`src/rtl/adc_frame_align_pkg.sv`:
```
// Shared types and helpers for the ADC frame-clock alignment block.
package adc_frame_align_pkg;

  typedef enum logic [2:0] {
    ST_IDLE   = 3'd0,
    ST_SETTLE = 3'd1,
    ST_CHECK  = 3'd2,
    ST_SLIP   = 3'd3,
    ST_LOCKED = 3'd4
  } align_state_e;

  localparam logic [7:0] DEFAULT_FRAME_PATTERN = 8'hF0;

  function automatic int unsigned clog2(input int unsigned value);
    int unsigned result;
    result = 0;
    for (int unsigned p = 1; p < value; p = p << 1) result = result + 1;
    return result;
  endfunction

endpackage

```
`src/rtl/adc_frame_align_run_counter.sv`:
```
// Saturating consecutive-event counter; hit flags the event that reaches LIMIT.
module align_run_counter
  import adc_frame_align_pkg::*;
#(
  parameter int unsigned LIMIT = 64
) (
  input  logic clk,
  input  logic rst_n,
  input  logic clear,
  input  logic inc,
  output logic hit
);

  localparam int unsigned CW = clog2(LIMIT + 1);

  logic [CW-1:0] count;

  always_ff @(posedge clk or negedge rst_n) begin
    if (!rst_n) begin
      count <= '0;
    end else if (clear) begin
      count <= '0;
    end else if (inc && (count != CW'(LIMIT))) begin
      count <= count + CW'(1);
    end
  end

  assign hit = inc && (count >= CW'(LIMIT - 1));

endmodule

```
`src/rtl/adc_frame_align.sv`:
```
// Frame-clock alignment: bitslips the deserializers until the frame word
// matches FRAME_PATTERN, then supervises lock and re-hunts on sustained loss.
module adc_frame_align
  import adc_frame_align_pkg::*;
#(
  parameter int unsigned             FRAME_WIDTH   = 8,
  parameter logic [FRAME_WIDTH-1:0]  FRAME_PATTERN = FRAME_WIDTH'(DEFAULT_FRAME_PATTERN),
  parameter int unsigned             SETTLE_CYCLES = 16,
  parameter int unsigned             MATCH_COUNT   = 64,
  parameter int unsigned             LOSS_COUNT    = 4
) (
  input  logic                   adc_clock,
  input  logic                   rst_n,
  input  logic                   mmcm_locked,
  input  logic                   restart,
  input  logic [FRAME_WIDTH-1:0] frame_data,
  output logic                   bitslip,
  output logic [3:0]             bitslip_count,
  output logic                   frame_valid,
  output logic                   align_fail
);

  localparam int unsigned SW = clog2(SETTLE_CYCLES + 1);
  localparam int unsigned AW = clog2(FRAME_WIDTH + 1);

  align_state_e  state, next_state;
  logic [SW-1:0] settle_cnt;
  logic [AW-1:0] attempt_cnt;
  logic          override, is_match, settle_done;
  logic          match_inc, match_clear, match_hit;
  logic          loss_inc, loss_clear, loss_hit;

  assign override    = !mmcm_locked || restart;
  assign is_match    = (frame_data == FRAME_PATTERN);
  assign settle_done = (settle_cnt >= SW'(SETTLE_CYCLES - 1));

  assign match_inc   = (state == ST_CHECK) && is_match;
  assign match_clear = override || (state != ST_CHECK) || !is_match;
  assign loss_inc    = (state == ST_LOCKED) && !is_match;
  assign loss_clear  = override || (state != ST_LOCKED) || is_match;

  align_run_counter #(.LIMIT(MATCH_COUNT)) u_match_run (
    .clk   (adc_clock),
    .rst_n (rst_n),
    .clear (match_clear),
    .inc   (match_inc),
    .hit   (match_hit)
  );

  align_run_counter #(.LIMIT(LOSS_COUNT)) u_loss_run (
    .clk   (adc_clock),
    .rst_n (rst_n),
    .clear (loss_clear),
    .inc   (loss_inc),
    .hit   (loss_hit)
  );

  always_ff @(posedge adc_clock or negedge rst_n) begin
    if (!rst_n) state <= ST_IDLE;
    else        state <= next_state;
  end

  always_comb begin
    next_state = state;
    if (override) begin
      next_state = ST_IDLE;
    end else begin
      case (state)
        ST_IDLE:   next_state = ST_SETTLE;
        ST_SETTLE: if (settle_done) next_state = ST_CHECK;
        ST_CHECK: begin
          if (!is_match)      next_state = ST_SLIP;
          else if (match_hit) next_state = ST_LOCKED;
        end
        ST_SLIP:   next_state = ST_SETTLE;
        ST_LOCKED: if (loss_hit) next_state = ST_SETTLE;
        default:   next_state = ST_IDLE;
      endcase
    end
  end

  // Settle window starts at zero on every entry since SETTLE never follows itself.
  always_ff @(posedge adc_clock or negedge rst_n) begin
    if (!rst_n) begin
      settle_cnt <= '0;
    end else if (state != ST_SETTLE) begin
      settle_cnt <= '0;
    end else if (!settle_done) begin
      settle_cnt <= settle_cnt + SW'(1);
    end
  end

  // Outputs are decoded from next_state so they line up with the state they describe.
  always_ff @(posedge adc_clock or negedge rst_n) begin
    if (!rst_n) begin
      bitslip       <= 1'b0;
      frame_valid   <= 1'b0;
      bitslip_count <= '0;
      align_fail    <= 1'b0;
      attempt_cnt   <= '0;
    end else begin
      bitslip     <= (next_state == ST_SLIP);
      frame_valid <= (next_state == ST_LOCKED);
      if (next_state == ST_IDLE) begin
        bitslip_count <= '0;
        align_fail    <= 1'b0;
        attempt_cnt   <= '0;
      end else if (next_state == ST_SLIP) begin
        bitslip_count <= bitslip_count + 4'd1;
        if (attempt_cnt >= AW'(FRAME_WIDTH - 1)) begin
          attempt_cnt <= '0;
          align_fail  <= 1'b1;
        end else begin
          attempt_cnt <= attempt_cnt + AW'(1);
        end
      end
    end
  end

endmodule
```
`config.mk`:
```
export PLATFORM = sky130hd
export DESIGN_NAME = adc_frame_align
export DESIGN_NICKNAME = d
export VERILOG_FILES = /design/src/rtl/adc_frame_align_pkg.sv /design/src/rtl/adc_frame_align_run_counter.sv /design/src/rtl/adc_frame_align.sv
export SDC_FILE = /design/constraint.sdc
export NUM_CORES = 1
export LEC_CHECK = 0
export BUFFER_PORTS_ARGS = -buffer_cell sky130_fd_sc_hd__clkbuf_2
export CAP_MARGIN = 20
export CORE_MARGIN = 2
export CORE_UTILIZATION = 58
export CTS_CLUSTER_SIZE = 40
export DETAILED_ROUTE_END_ITERATION = 8
export PLACE_DENSITY_LB_ADDON = 0.25
export SYNTH_ARGS = -nofsm -noshare
export SYNTH_HDL_FRONTEND = slang
export SYNTH_HIERARCHICAL = 1
export SYNTH_SLANG_ARGS = --single-unit
```
`constraint.sdc`:
```
create_clock -name adc_clock -period 5.6 [get_ports adc_clock]
set_input_delay 0.56 -clock adc_clock [delete_from_list [all_inputs] [get_ports adc_clock]]
set_output_delay 0.56 -clock adc_clock [all_outputs]
set_load 0.05 [all_outputs]
```
==> impl_metrics.yaml, run 1 <==
final_layout:
  final_core_util: 0.666
  antenna_cells: 0
  layout-drive-gt1-share: 0.175
  area_delta_synth_final_pct: 10.4
  fillers: 211
  layout.nets: 214
logic_synthesis:
  yosysSeqAreaShare: 0.440
  synth-main-ff-cell: "dfrtp_1"
  synth_edf_count: 0
  synthCells: 175
  avgSynthCellArea_um2: 9.43
  synth-seq-cells: 29
  yosysUniqueCellTypes: 50
  syn-num-nets: 196
  yosysWarnings: 6
  syn_area_um2: 1650
  postSynth.asyncResetShare: 1.00
timing:
  worst_slew_pin_slew_ns: 0.922
  min_period_ns: 3.00
  clock_skew_ns: 0.0135
  relSlewSlack: 0.381
  worst_slack_ns: 2.60
  finalCritPeriodShare: 0.537
  final-setup-viol-count: 0
  final_max_slew_viol_count: 0
  holdWs_ns: 0.263
  rsz0062_at_grt: "no"
  hold_violations: 0
  max_freq_mhz: 333
  tns_ns: 0
critical_path:
  worstPathRequired_ns: 5.82
  slowest_delay_ns: 0.72
  path_cells: "clkbuf_2 -> nor4_1 -> nand2_1 -> nor3_1 -> o21a_1 -> nand3_1 -> a32oi_2 -> nor2_1 -> a31o_2"
  path_buf_inv: 1
  start_kind: "primary input"
  critPathTopFamily: "simple AND/OR/NAND/NOR gates"
  path_class: "in -> reg"
  r2r_cells: 8
  crit_fanout: 13
  slowest_stage: "nor3_1"
  endpoint_kind: "flop"
  worst-path-stages: 9
  cp.arrival_ns: 3.22
route:
  drt-vias-per-instance: 5.84
  drt_first_pass_iters: 4
  finalWirelength_um: 3080
  ant_nets: 0
  vias: 1314
  drt_iter0_markers: 64
  drc: 0
  routedWlPerCell_um: 13.7
floorplanning:
  die_h_um: 57.3
  ioPinCount: 19
  start_util: 0.604
  coreArea_um2: 2730
  die_area_um2: 3290
  num_rows: 19
  chipWidth_um: 57.3
pwr:
  switching_share: 0.203
  p_leak_nw: 0.817
  seqPwrFrac: 0.526
  pwr-share-clk: 0.440
  comb_power_share: 0.035
  powerDensity_nw_per_um2: 221
  irDropWorstVdd_mv: 0.190
  internal_power_mw: 0.322
  switchingPower_mw: 0.0818
  total_power_mw: 0.403
global_route:
  track_usage: 0.218
  grt_max_degree: 30
  grt_overflow: 0
  antenna_found_initial: 0
  grt_pass1_wl_um: 5600
  grt_pass1_vias: 1307
clock_network:
  clk_pin_slew_worst_paths_ns: 0.10
  clkSinkCount: 29
  cts_tree: "built"
  cts_inserted_buffers: 5
  cts_resized: 0
  clockRootBuffer: "clkbuf_4"
  postCtsSetupRepairBufs: 0
  clk_path_buf_depth: 2
  clk_latency_ns: 0.33
  htree_levels: 2
  cts_hold_buffers: 0
placed_design:
  place_ws_ns: 2.25
  dp.final_hpwl_um: 2340
  routabilityCongestion: 0.853
  io_buffers: 18
hold_path:
  hp-class: "in -> async"
outcome:
  outcome: "finished, final reports clean"
flow_run:
  maxCapViolCount: 0
## cell usage in the layout, fill, tap and decap left out, types with 9 or more instances in the layout
cell      instances
a21oi_1          12
clkbuf_2         18
dfrtp_1          29
ha_1              9
inv_1            12
nand2_1           9
nand3_1          10
nor2_1           19
o21ai_0           9
## path summary, 6_finish.rpt
check | startpoint | to | slack, ns
worst min-delay path | rst_n | frame_valid | 0.26
max in group asynchronous | rst_n | u_loss_run/count[2] | 4.88
worst max-delay path | frame_data[1] | bitslip_count[2] | 2.60
worst min register to register | align_fail | align_fail | 0.51
min in group adc_clock | align_fail | align_fail | 0.51
worst max register to register | state[2] | bitslip_count[2] | 2.80
## state kept, by name (all words and copies together) (netlist names), 3 cells and up
name	cells
u_match_run/count	7
settle_cnt	5
attempt_cnt	4
bitslip_count	4
state	3
u_loss_run/count	3
## layout make-up
cell class | count | area [um^2] | share of cell area
multi-input combinational | 126 | 833 | 0.457
sequential | 29 | 726 | 0.398
timing repair buffer | 18 | 90.1 | 0.0495
clock buffer | 7 | 55.1 | 0.0302
inverter | 13 | 48.8 | 0.0268
tap | 31 | 38.8 | 0.0213
clock inverter | 1 | 30.0 | 0.0165
## power by group through the flow
stage          combinational (mW)  clock [mW]  sequential (mW)
4_1_cts                    0.0146       0.181            0.212
3_5_place_dp               0.0146           0            0.216
5_1_grt                    0.0164       0.192            0.212
3_3_place_gp               0.0142           0            0.216
6_report                   0.0141       0.177            0.212
2_1_floorplan             0.00733           0            0.215
## cells by family after synthesis
kind of cell             after synthesis  synth area share
AO/OA/AOI/OAI                         42             0.177
buffers and inverters                 20            0.0553
adder cells (fa/ha/maj)                9            0.0682
XOR/XNOR                               5            0.0265
multiplexers                           2            0.0152
flip-flops                            29             0.440
AND/OR/NAND/NOR                       68             0.218
## synthesized netlist by cell type (all sizes together) (2+ instances only)
cell type | instances | area share
ha | 9 | 0.068
a31o | 2 | 0.011
a31oi | 3 | 0.011
o31ai | 2 | 0.0091
o21a | 2 | 0.014
nand2 | 9 | 0.020
buf | 4 | 0.019
nor2b | 2 | 0.0076
a21oi | 12 | 0.036
nand2b | 2 | 0.0076
clkbuf | 3 | 0.0068
nor3 | 4 | 0.012
nor4 | 2 | 0.0076
nor2 | 20 | 0.050
a211oi | 2 | 0.0091
or4 | 3 | 0.016
nand3 | 10 | 0.030
nand4 | 5 | 0.019
or3 | 4 | 0.015
inv | 13 | 0.030
dfrtp | 29 | 0.44
xor2 | 4 | 0.021
o21ai | 9 | 0.027
## metal layers
metal	vias to the layer above	track usage	wire (um)
met1	621	0.268	1370
li1	673	-	-
met4	0	0.0498	21
met3	2	0.0612	96
met2	18	0.381	1600
met5	-	0	0
## per-stage QoR
step	std cells	cell area, um^2
detailed placement	217	1740
global placement	217	1740
CTS	225	1820
floorplan	175	1650
finish	225	1820
global route	225	1820
No activity file was read; power rests on OpenSTA's default activity.
==> run 2: changes to the inputs <==
ABC_AREA = 1   (was default)
CORE_UTILIZATION = 52   (was 58)
clock period = 2.4 ns   (was 5.6 ns; I/O delays follow)
==> run 2 against run 1 <==
Non-clock buffer count rose by 4. First-iteration DRC count down 14%. Design area increased by 9.7%. Core utilization down 6.3 points. Sequential cell count unchanged. Sequential power up 130%.
==> impl_metrics.yaml, run 2 <==
pwr:
  irDropWorstVdd_mv: 0.269
  powerDensity_nw_per_um2: 417
  p_leak_nw: 1.05
floorplanning:
  die_area_um2: 3890
  num_rows: 21
  coreArea_um2: 3310
  die_h_um: 62.4
  ioPinCount: 19
  start_util: 0.536
  chipWidth_um: 62.4
final_layout:
  top_regs: "u_match_run/count: 7 flops, settle_cnt: 5 flops"
  fin_area_um2: 2000
  final_cell_mix: "nand2_1, inv_1, dfrtp_1, nor2_1, nand3_1"
  largest_reg_flops: 7
  final_cells: 302
  layout.nets: 276
  top_register: "u_match_run/count"
  layout-drive-gt1-share: 0.199
  fillers: 333
  layout_commonest_cell: "nand2_1"
  area_delta_synth_final_pct: 12.7
  antenna_cells: 0
route:
  finalWirelength_um: 3260
  ant_nets: 0
  drt-vias-per-instance: 4.81
  routedWlPerCell_um: 10.8
  vias: 1453
  drt_iter0_markers: 55
  drc: 0
  drt_first_pass_iters: 4
timing:
  min_period_ns: 2.12
  relSlewSlack: 0.518
  clock_skew_ns: 0.0143
  final-setup-viol-count: 0
  rsz0062_at_grt: "no"
  final_max_slew_viol_count: 0
  finalCritPeriodShare: 0.882
  worst_slew_pin_slew_ns: 0.723
  hold_violations: 0
  max_freq_mhz: 473
  tns_ns: 0
  worst_slack_ns: 0.284
clock_network:
  postCtsSetupRepairBufs: 0
  htree_levels: 2
  cts_tree: "built"
  clkSinkCount: 29
  clockRootBuffer: "clkbuf_4"
  clk_path_buf_depth: 2
  clk_latency_ns: 0.34
  cts_inserted_buffers: 5
  clk_pin_slew_worst_paths_ns: 0.10
logic_synthesis:
  yosysUniqueCellTypes: 34
  synth_top_area_frac: 0.409
  yosysMostFrequentCell: "nand2_1"
  synth-seq-cells: 29
  avgSynthCellArea_um2: 7.81
  synth-main-ff-cell: "dfrtp_1"
  synth_edf_count: 0
  ys_top_cells_by_count: "nand2_1, inv_1, dfrtp_1"
  yosys-top-cells-area: "dfrtp_1, nand2_1, inv_1, ha_1, nor2_1"
  synth_top_cell_by_area: "dfrtp_1"
  yosysSeqAreaShare: 0.409
  postSynth.asyncResetShare: 1.00
  syn_area_um2: 1770
  synthCells: 227
  syn-num-nets: 248
  yosysWarnings: 6
critical_path:
  path_class: "reg -> reg"
  worstPathRequired_ns: 2.68
  slowest_stage: "dfrtp_1"
  r2r_cells: 15
  endpoint_kind: "flop"
  cp.arrival_ns: 2.39
  path_cells: "ha_1 -> nand2_1 -> nor2_1 -> nand2_1 -> a31oi_1 -> inv_1 -> nand2_1 -> nand3_1 -> nand2_1 -> nand2_2 -> nand2_4 -> nor2_8 -> nor2_4 -> nand2_1 -> nand2_1"
  start_kind: "flop"
  r2r-start: "u_match_run/count[0]"
  crit_top_cell: "nand2_1"
  slowest_delay_ns: 0.40
  crit_fanout: 9
  r2r-end: "attempt_cnt[3]"
  rrSetupSlack_ns: 0.28
hold_path:
  min_path_cells: 5
  hp-class: "in -> reg"
  min_from: "mmcm_locked"
  hold_end: "align_fail"
outcome:
  outcome: "finished, final reports clean"
placed_design:
  dpl-instance-area_um2: 1930
  dp.final_hpwl_um: 2420
  routabilityCongestion: 0.859
  io_buffers: 18
  dp.cells: 293
  place_ws_ns: 0.243
global_route:
  grt_pass1_vias: 1390
  grt_overflow: 0
  grt_max_degree: 30
  track_usage: 0.197
  antenna_found_initial: 0
  grt_pass1_wl_um: 5930
flow_run:
  maxCapViolCount: 0
-- run 2: how the worst max path moves through the flow --
stage	startpoint	endpoint	slack [ns]	cells after the start
after floorplan	state[0]	bitslip_count[2]	0.22	15
after global placement	frame_data[0]	attempt_cnt[3]	0.29	18
after detailed placement	frame_data[0]	attempt_cnt[3]	0.24	18
after CTS	state[2]	attempt_cnt[3]	0.26	14
after global routing	u_match_run/count[0]	attempt_cnt[3]	0.004	15
final	u_match_run/count[0]	attempt_cnt[3]	0.28	15
-- run 2: final cells by class --
class                           count  area (um^2)  share of cell area
Clock inverter                      2         10.0             0.00501
Clock buffer                        6         41.3              0.0207
Sequential cell                    29          726               0.363
Inverter                           38          151              0.0758
Multi-Input combinational cell    159          890               0.445
Timing Repair Buffer               22          123              0.0614
Tap cell                           46         57.6              0.0288
-- run 2: logic make-up (layout without fill, tap and decap cells) --
kind of cell,after synthesis,count (layout),share of synthesized area
buffers and inverters,39,68,0.0917
flip-flops,29,29,0.409
AND/OR/NAND/NOR,128,128,0.349
AO/OA/AOI/OAI,18,18,0.0663
adder cells (fa/ha/maj),9,9,0.0635
XOR/XNOR,4,4,0.0198
-- run 2: layer usage --
metal	part of all wire	GRT usage
met2	0.47	0.308
met3	0.037	0.0559
met4	0.018	0.0889
met1	0.48	0.255
met5	0	0
-- run 2: per-stage QoR --
stage	util	hold WS [ns]	total power, mW
after floorplan	-	-0.0556	0.532
after global placement	0.584	0.339	0.555
after detailed placement	0.584	0.338	0.556
after CTS	0.602	0.349	0.849
after global routing	0.604	0.364	0.885
final	0.604	0.354	0.834
-- run 2: power by group --
part	leakage, nW	total [mW]	internal, mW	switching (mW)
combinational	0.619	0.0523	0.0175	0.0347
clock	0.0320	0.288	0.111	0.176
sequential	0.404	0.494	0.491	0.00302
total	1.05	0.834	0.620	0.214
-- run 2: timing repair --
item,CTS,global route
gates resized for setup,0,1
hold buffers,1,0
endpoints found under the setup margin,0,8
hold endpoints to repair,29,0
-- run 2: critical path, delay by kind of cell, from the launching register on --
kind | cells | cell delay (ns)
adders and majority gates | 1 | 0.26
DFF | 1 | 0.40
and+or+nand+nor | 12 | 1.11
AOI/OAI and AO/OA | 1 | 0.22
buffers and inverters | 1 | 0.08
